--- config.mk ---
export PLATFORM = sky130hd
export DESIGN_NAME = dmem_arbiter
export DESIGN_NICKNAME = d
export VERILOG_FILES = /design/src/rtl/dmem_arbiter.sv
export SDC_FILE = /design/constraint.sdc
export NUM_CORES = 1
export LEC_CHECK = 0
export CAP_MARGIN = 20
export CORE_MARGIN = 3
export CORE_UTILIZATION = 40
export DETAILED_ROUTE_END_ITERATION = 10
export HOLD_SLACK_MARGIN = 0.12
export PLACE_DENSITY = 0.8
export SLEW_MARGIN = 20
export SYNTH_ARGS = -nofsm -noshare
export SYNTH_HDL_FRONTEND = slang
export SYNTH_HIERARCHICAL = 1
export SYNTH_SLANG_ARGS = --single-unit
--- constraint.sdc ---
create_clock -name clk -period 2.23 [get_ports clk]
set_clock_uncertainty 0.05 [all_clocks]
set_input_delay 0.446 -clock clk [delete_from_list [all_inputs] [get_ports clk]]
set_output_delay 0.446 -clock clk [all_outputs]
set_load 0.05 [all_outputs]
--- src/rtl/dmem_arbiter.sv ---
// dmem_arbiter: round-robin arbiter giving two masters serialised access to a single-port RAM.
// Each transaction runs grant/strobe (ACCESS), data return (RESP), then a one-cycle ack in IDLE.

module dmem_arb_port #(
  parameter int DATA_WIDTH = 32
) (
  input  logic                  clk,
  input  logic                  rst,
  input  logic                  set,
  input  logic                  done,
  input  logic                  load,
  input  logic [DATA_WIDTH-1:0] ram_rdata,
  output logic                  gnt,
  output logic                  ack,
  output logic [DATA_WIDTH-1:0] rdata
);
  always_ff @(posedge clk or negedge rst) begin
    if (!rst) begin
      gnt   <= 1'b0;
      ack   <= 1'b0;
      rdata <= '0;
    end else begin
      if (set)       gnt <= 1'b1;
      else if (done) gnt <= 1'b0;
      ack <= done;
      // read data is held until this master's next read completes
      if (load) rdata <= ram_rdata;
    end
  end
endmodule

module dmem_arbiter #(
  parameter int ADDR_WIDTH = 32,
  parameter int DATA_WIDTH = 32
) (
  input  logic                  clk,
  input  logic                  rst,
  input  logic                  m0_req,
  input  logic                  m0_wr,
  input  logic [ADDR_WIDTH-1:0] m0_addr,
  input  logic [DATA_WIDTH-1:0] m0_wdata,
  output logic                  m0_gnt,
  output logic                  m0_ack,
  output logic [DATA_WIDTH-1:0] m0_rdata,
  input  logic                  m1_req,
  input  logic                  m1_wr,
  input  logic [ADDR_WIDTH-1:0] m1_addr,
  input  logic [DATA_WIDTH-1:0] m1_wdata,
  output logic                  m1_gnt,
  output logic                  m1_ack,
  output logic [DATA_WIDTH-1:0] m1_rdata,
  output logic                  ram_ce,
  output logic                  ram_we,
  output logic [ADDR_WIDTH-1:0] ram_addr,
  output logic [DATA_WIDTH-1:0] ram_wdata,
  input  logic [DATA_WIDTH-1:0] ram_rdata
);
  localparam int NM = 2;

  typedef enum logic [1:0] {IDLE, ACCESS, RESP} state_t;
  state_t state, state_nxt;

  logic [NM-1:0]                 req, wr, gnt, ack, elig;
  logic [NM-1:0][ADDR_WIDTH-1:0] addr;
  logic [NM-1:0][DATA_WIDTH-1:0] wdata, rdata;
  logic [NM-1:0]                 gnt_set, done, load;

  logic                  win, win_valid;
  logic                  last_owner, last_owner_nxt;
  logic                  cap_wr, cap_wr_nxt;
  logic                  ram_ce_nxt, ram_we_nxt;
  logic [ADDR_WIDTH-1:0] ram_addr_nxt;
  logic [DATA_WIDTH-1:0] ram_wdata_nxt;

  assign req   = {m1_req, m0_req};
  assign wr    = {m1_wr, m0_wr};
  assign addr  = {m1_addr, m0_addr};
  assign wdata = {m1_wdata, m0_wdata};

  assign m0_gnt   = gnt[0];
  assign m1_gnt   = gnt[1];
  assign m0_ack   = ack[0];
  assign m1_ack   = ack[1];
  assign m0_rdata = rdata[0];
  assign m1_rdata = rdata[1];

  for (genvar i = 0; i < NM; i++) begin : g_port
    dmem_arb_port #(.DATA_WIDTH(DATA_WIDTH)) u_port (
      .clk       (clk),
      .rst       (rst),
      .set       (gnt_set[i]),
      .done      (done[i]),
      .load      (load[i]),
      .ram_rdata (ram_rdata),
      .gnt       (gnt[i]),
      .ack       (ack[i]),
      .rdata     (rdata[i])
    );
  end

  // A request seen alongside its own ack belongs to the finished transaction.
  always_comb begin
    elig      = req & ~ack;
    win_valid = |elig;
    win       = (&elig) ? ~last_owner : elig[1];
  end

  always_ff @(posedge clk or negedge rst) begin
    if (!rst) state <= IDLE;
    else      state <= state_nxt;
  end

  always_comb begin
    state_nxt = state;
    case (state)
      IDLE:    if (win_valid) state_nxt = ACCESS;
      ACCESS:  state_nxt = RESP;
      RESP:    state_nxt = IDLE;
      default: state_nxt = IDLE;
    endcase
  end

  // last_owner doubles as the current transaction owner from grant to ack.
  always_comb begin
    gnt_set        = '0;
    done           = '0;
    load           = '0;
    ram_ce_nxt     = ram_ce;
    ram_we_nxt     = ram_we;
    ram_addr_nxt   = ram_addr;
    ram_wdata_nxt  = ram_wdata;
    last_owner_nxt = last_owner;
    cap_wr_nxt     = cap_wr;
    case (state)
      IDLE: begin
        if (win_valid) begin
          gnt_set[win]   = 1'b1;
          last_owner_nxt = win;
          cap_wr_nxt     = wr[win];
          ram_ce_nxt     = 1'b1;
          ram_we_nxt     = wr[win];
          ram_addr_nxt   = addr[win];
          ram_wdata_nxt  = wdata[win];
        end
      end
      ACCESS: begin
        ram_ce_nxt = 1'b0;
        ram_we_nxt = 1'b0;
      end
      RESP: begin
        done[last_owner] = 1'b1;
        load[last_owner] = ~cap_wr;
      end
      default: ;
    endcase
  end

  always_ff @(posedge clk or negedge rst) begin
    if (!rst) begin
      ram_ce     <= 1'b0;
      ram_we     <= 1'b0;
      ram_addr   <= '0;
      ram_wdata  <= '0;
      last_owner <= 1'b1;
      cap_wr     <= 1'b0;
    end else begin
      ram_ce     <= ram_ce_nxt;
      ram_we     <= ram_we_nxt;
      ram_addr   <= ram_addr_nxt;
      ram_wdata  <= ram_wdata_nxt;
      last_owner <= last_owner_nxt;
      cap_wr     <= cap_wr_nxt;
    end
  end
endmodule

==> run summary <==
first-pass GRT wire length = 28.52 mm
CP required = 1.73 ns
routability-driven placement congestion ratio = 0.8082
drt total wl = 18.41 mm
Most used DFF post-synth = dfrtp_1
clock-pin slew on the worst setup and hold paths = 0.05 ns
CP endpoint kind = output pin
worst relative slew slack = 59.81%
half-perimeter wire length after placement = 13.29 mm
Fillers = 983
TritonCTS Buffers = 17
Antenna Nets Post-Route = 0
fin crit share = 95.88%
starting density of the core = 41.73%
hold path startpoint = ram_ce
minimum clock period = 2.138 ns
sequential power share = 25.8%
Nets = 854
WHS Path Cells = 2
Hold Vio Cnt, Final = 0
crit-path max cell delay = 0.86 ns
flop2flop setup slack = 0.23 ns
synth unique cells = 24
1st-pass router iterations = 4
worst setup path class = flip-flop to output pin
Worst-Margin Slew = 0.6010 ns
syn_nets = 559
DIE AREA = 16,260 sq um
Clock Tree Root = clkbuf_16
DRC Markers = 0
worst r2r src = state[1]
Post-Place Cells = 848
sequential-to-total area share from yosys stat = 58.51%
H-tree Lvls = 4
Peak Freq = 467.7 MHz
outcome = finished, final reports clean
Clk pwr share = 15.5%
R2R cell count = 4
startpoint class of the critical path = flip-flop
simple-gate portion of the synthesized area = 8.476%
CTS sink cnt = 138
core area = 14,150 sq um
count of pins over their slew limit = 0
Peak VDD IR = 0.0008303 V
Logic pwr share = 58.7%
Layout Cells excl Fill = 881
Sw Share = 45.51%
Post-Synthesis Cell Area = 5904 sq um
gr usage total = 22.58%
LEAKAGE = 0.004331 uW
Critical R2R Capture = g_port[0].u_port/rdata[29]
sequence of cells on the critical path = clkdlybuf4s50_1
FFs w/ async S/R, synth = 100.0%
Setup Buffers After CTS = 0
adder-cell share of the synthesized area = 0%
Place WS = 0.04875 ns
critical path's top delay family = buffers and inverters
PortBufs = 299
Worst Path Max Fanout = 3
io pins = 300
final setup fails = 0
slowest CP cell = clkdlybuf4s50_1
fin worst setup slack = 0.09178 ns
final antenna diode count = 0
post_cts resized = 0
XOR/XNOR Fraction of Synth Area = 0%
Mapped Cells = 393
RSZ-0062 raised after global routing = false
Clock Latency Late Sink = 0.41 ns
largest family of logic cells by synthesized area = multiplexers
Clock Tree Buf Depth = 2
Hold Path Class = flip-flop to flip-flop
crit path launch = g_port[0].u_port/ack
synthesis-to-layout area growth = 63.55%
number of flops mapped to enable cells by yosys = 0
Max-Cap Viols = 0
Buf/Inv on CP = 1
Die X = 127.5 um
worst path arrival time = 1.64 ns
Mean Syn Cell Area = 15.02 sq um
ratio of cells with drive above 1 in the final layout = 15.83%
Vias = 4,708
pin count of the biggest net entering global routing = 51
initial antenna violation count = 0
compound-cell area share of the yosys netlist = 11.82%
die height = 127.5 um
hold endpoint = ram_ce
Seq cells post-synth = 138
synth warn = 6
post-placement cell area = 9061 sq um
CTS tree = yes
TNS Setup = 0 ns
GR Overflow Total = 0
mux cell area share after synthesis = 16.02%
wire per inst = 20.89 um
Pwr per Cell Area = 1844 nW/um^2
initial DRC count = 221
vias in the first global route = 5,204
Vias per Instance = 5.344
Internal = 9701 uW
site row count = 43
Psw = 8104 uW
Post-Layout Inst Area = 9657 sq um
==> cell type report <==
class / instances / area [sq um] / area share [%]
repair buffers: 312 / 3192 / 33.05
inverters: 5 / 18.77 / 0.1944
clock buffers: 26 / 499.2 / 5.170
multi-input cells: 214 / 2181 / 22.58
clock inverters: 6 / 86.33 / 0.8940
flip-flops and latches: 138 / 3455 / 35.77
well taps: 180 / 225.2 / 2.332
==> how the worst max path moves through the flow <==
stage | endpoint | slack, ns | depth (start not counted)
final | m0_ack | 0.09 | 1
after global routing | m0_ack | 0.05 | 1
after CTS | m0_rdata[18] | 0.08 | 1
after detailed placement | ram_addr[26] | 0.05 | 5
after global placement | ram_addr[1] | 0.09 | 5
after floorplan | ram_addr[20] | 0.42 | 4
==> cell usage in the layout, fill, tap and decap left out, drive strengths merged, types with 2 or more instances in the layout <==
cell type	netlist	routed
a21o	3	3
a221o	66	66
and2	2	2
and3	65	65
buf	18	14
bufinv	0	2
clkbuf	18	26
clkdlybuf4s50	0	297
clkinv	0	3
dfrtp	137	137
inv	5	5
mux2	64	64
nand2	2	2
nor2b	4	4
==> worst register-to-register path, delay by kind of cell, from the launching register on <==
kind / cells / cell delay (ns)
buf+inv: 1 / 0.25
flops: 1 / 0.45
mux: 1 / 0.40
simple gates: 2 / 0.72
==> through the flow <==
stage          hold WS (ns)  total power (uW)  utilization, %
4_1_cts              0.4458             17910           68.25
3_5_place_dp         0.3523             15050           64.04
3_3_place_gp         0.3403             14780           64.04
2_1_floorplan        0.1004             11450               -
6_report             0.4467             17800           68.25
5_1_grt              0.4629             18500           68.25
==> synth_stat cells, types with 2 or more instances <==
| cell type | number | area, sq um |
|---|---|---|
| a21o_1 | 3 | 22.52 |
| a221o_1 | 66 | 660.6 |
| and2_1 | 2 | 12.51 |
| and3_1 | 65 | 406.6 |
| buf_12 | 6 | 120.1 |
| buf_2 | 6 | 30.03 |
| buf_6 | 6 | 67.56 |
| clkbuf_1 | 17 | 63.81 |
| dfrtp_1 | 137 | 3428 |
| inv_1 | 5 | 18.77 |
| mux2_2 | 4 | 45.04 |
| mux2_4 | 60 | 900.9 |
| nand2_1 | 2 | 7.510 |
| nor2b_1 | 4 | 25.02 |
==> registers in the layout, summed over array words and instances (netlist names) <==
name and count:
cap_wr 1, ram_we 1, ram_ce 1, g_port.u_port/ack 2
g_port.u_port/gnt 2, state 2, g_port.u_port/rdata 64, ram_wdata 32
ram_addr 32, last_owner 1
==> repair_timing <==
action                                  4_1_cts  5_1_grt
hold endpoints to repair                     42        0
hold buffers                                  1        0
endpoints found under the setup margin        0        0
==> layer usage <==
layer	global-route usage, %	part of all wire [%]
met1	26.37	38
met2	39.27	51
met3	6.940	8.9
met4	8.013	2.1
met5	0	0
==> power by group through the flow <==
stage / logic (uW) / clock network (uW) / registers (uW)
global placement: 10300 / 0 / 4530
global route: 10800 / 2920 / 4740
detailed placement: 10500 / 0 / 4570
finish: 10400 / 2770 / 4590
floorplan: 2850 / 0 / 8610
CTS: 10500 / 2800 / 4600
==> cells by family after synthesis <==
family                 count (synthesis)
muxes                                 64
and+or+nand+nor                       79
buffers and inverters                 41
DFF                                  138
AOI/OAI and AO/OA                     71
(Power assumes the default switching activity.)
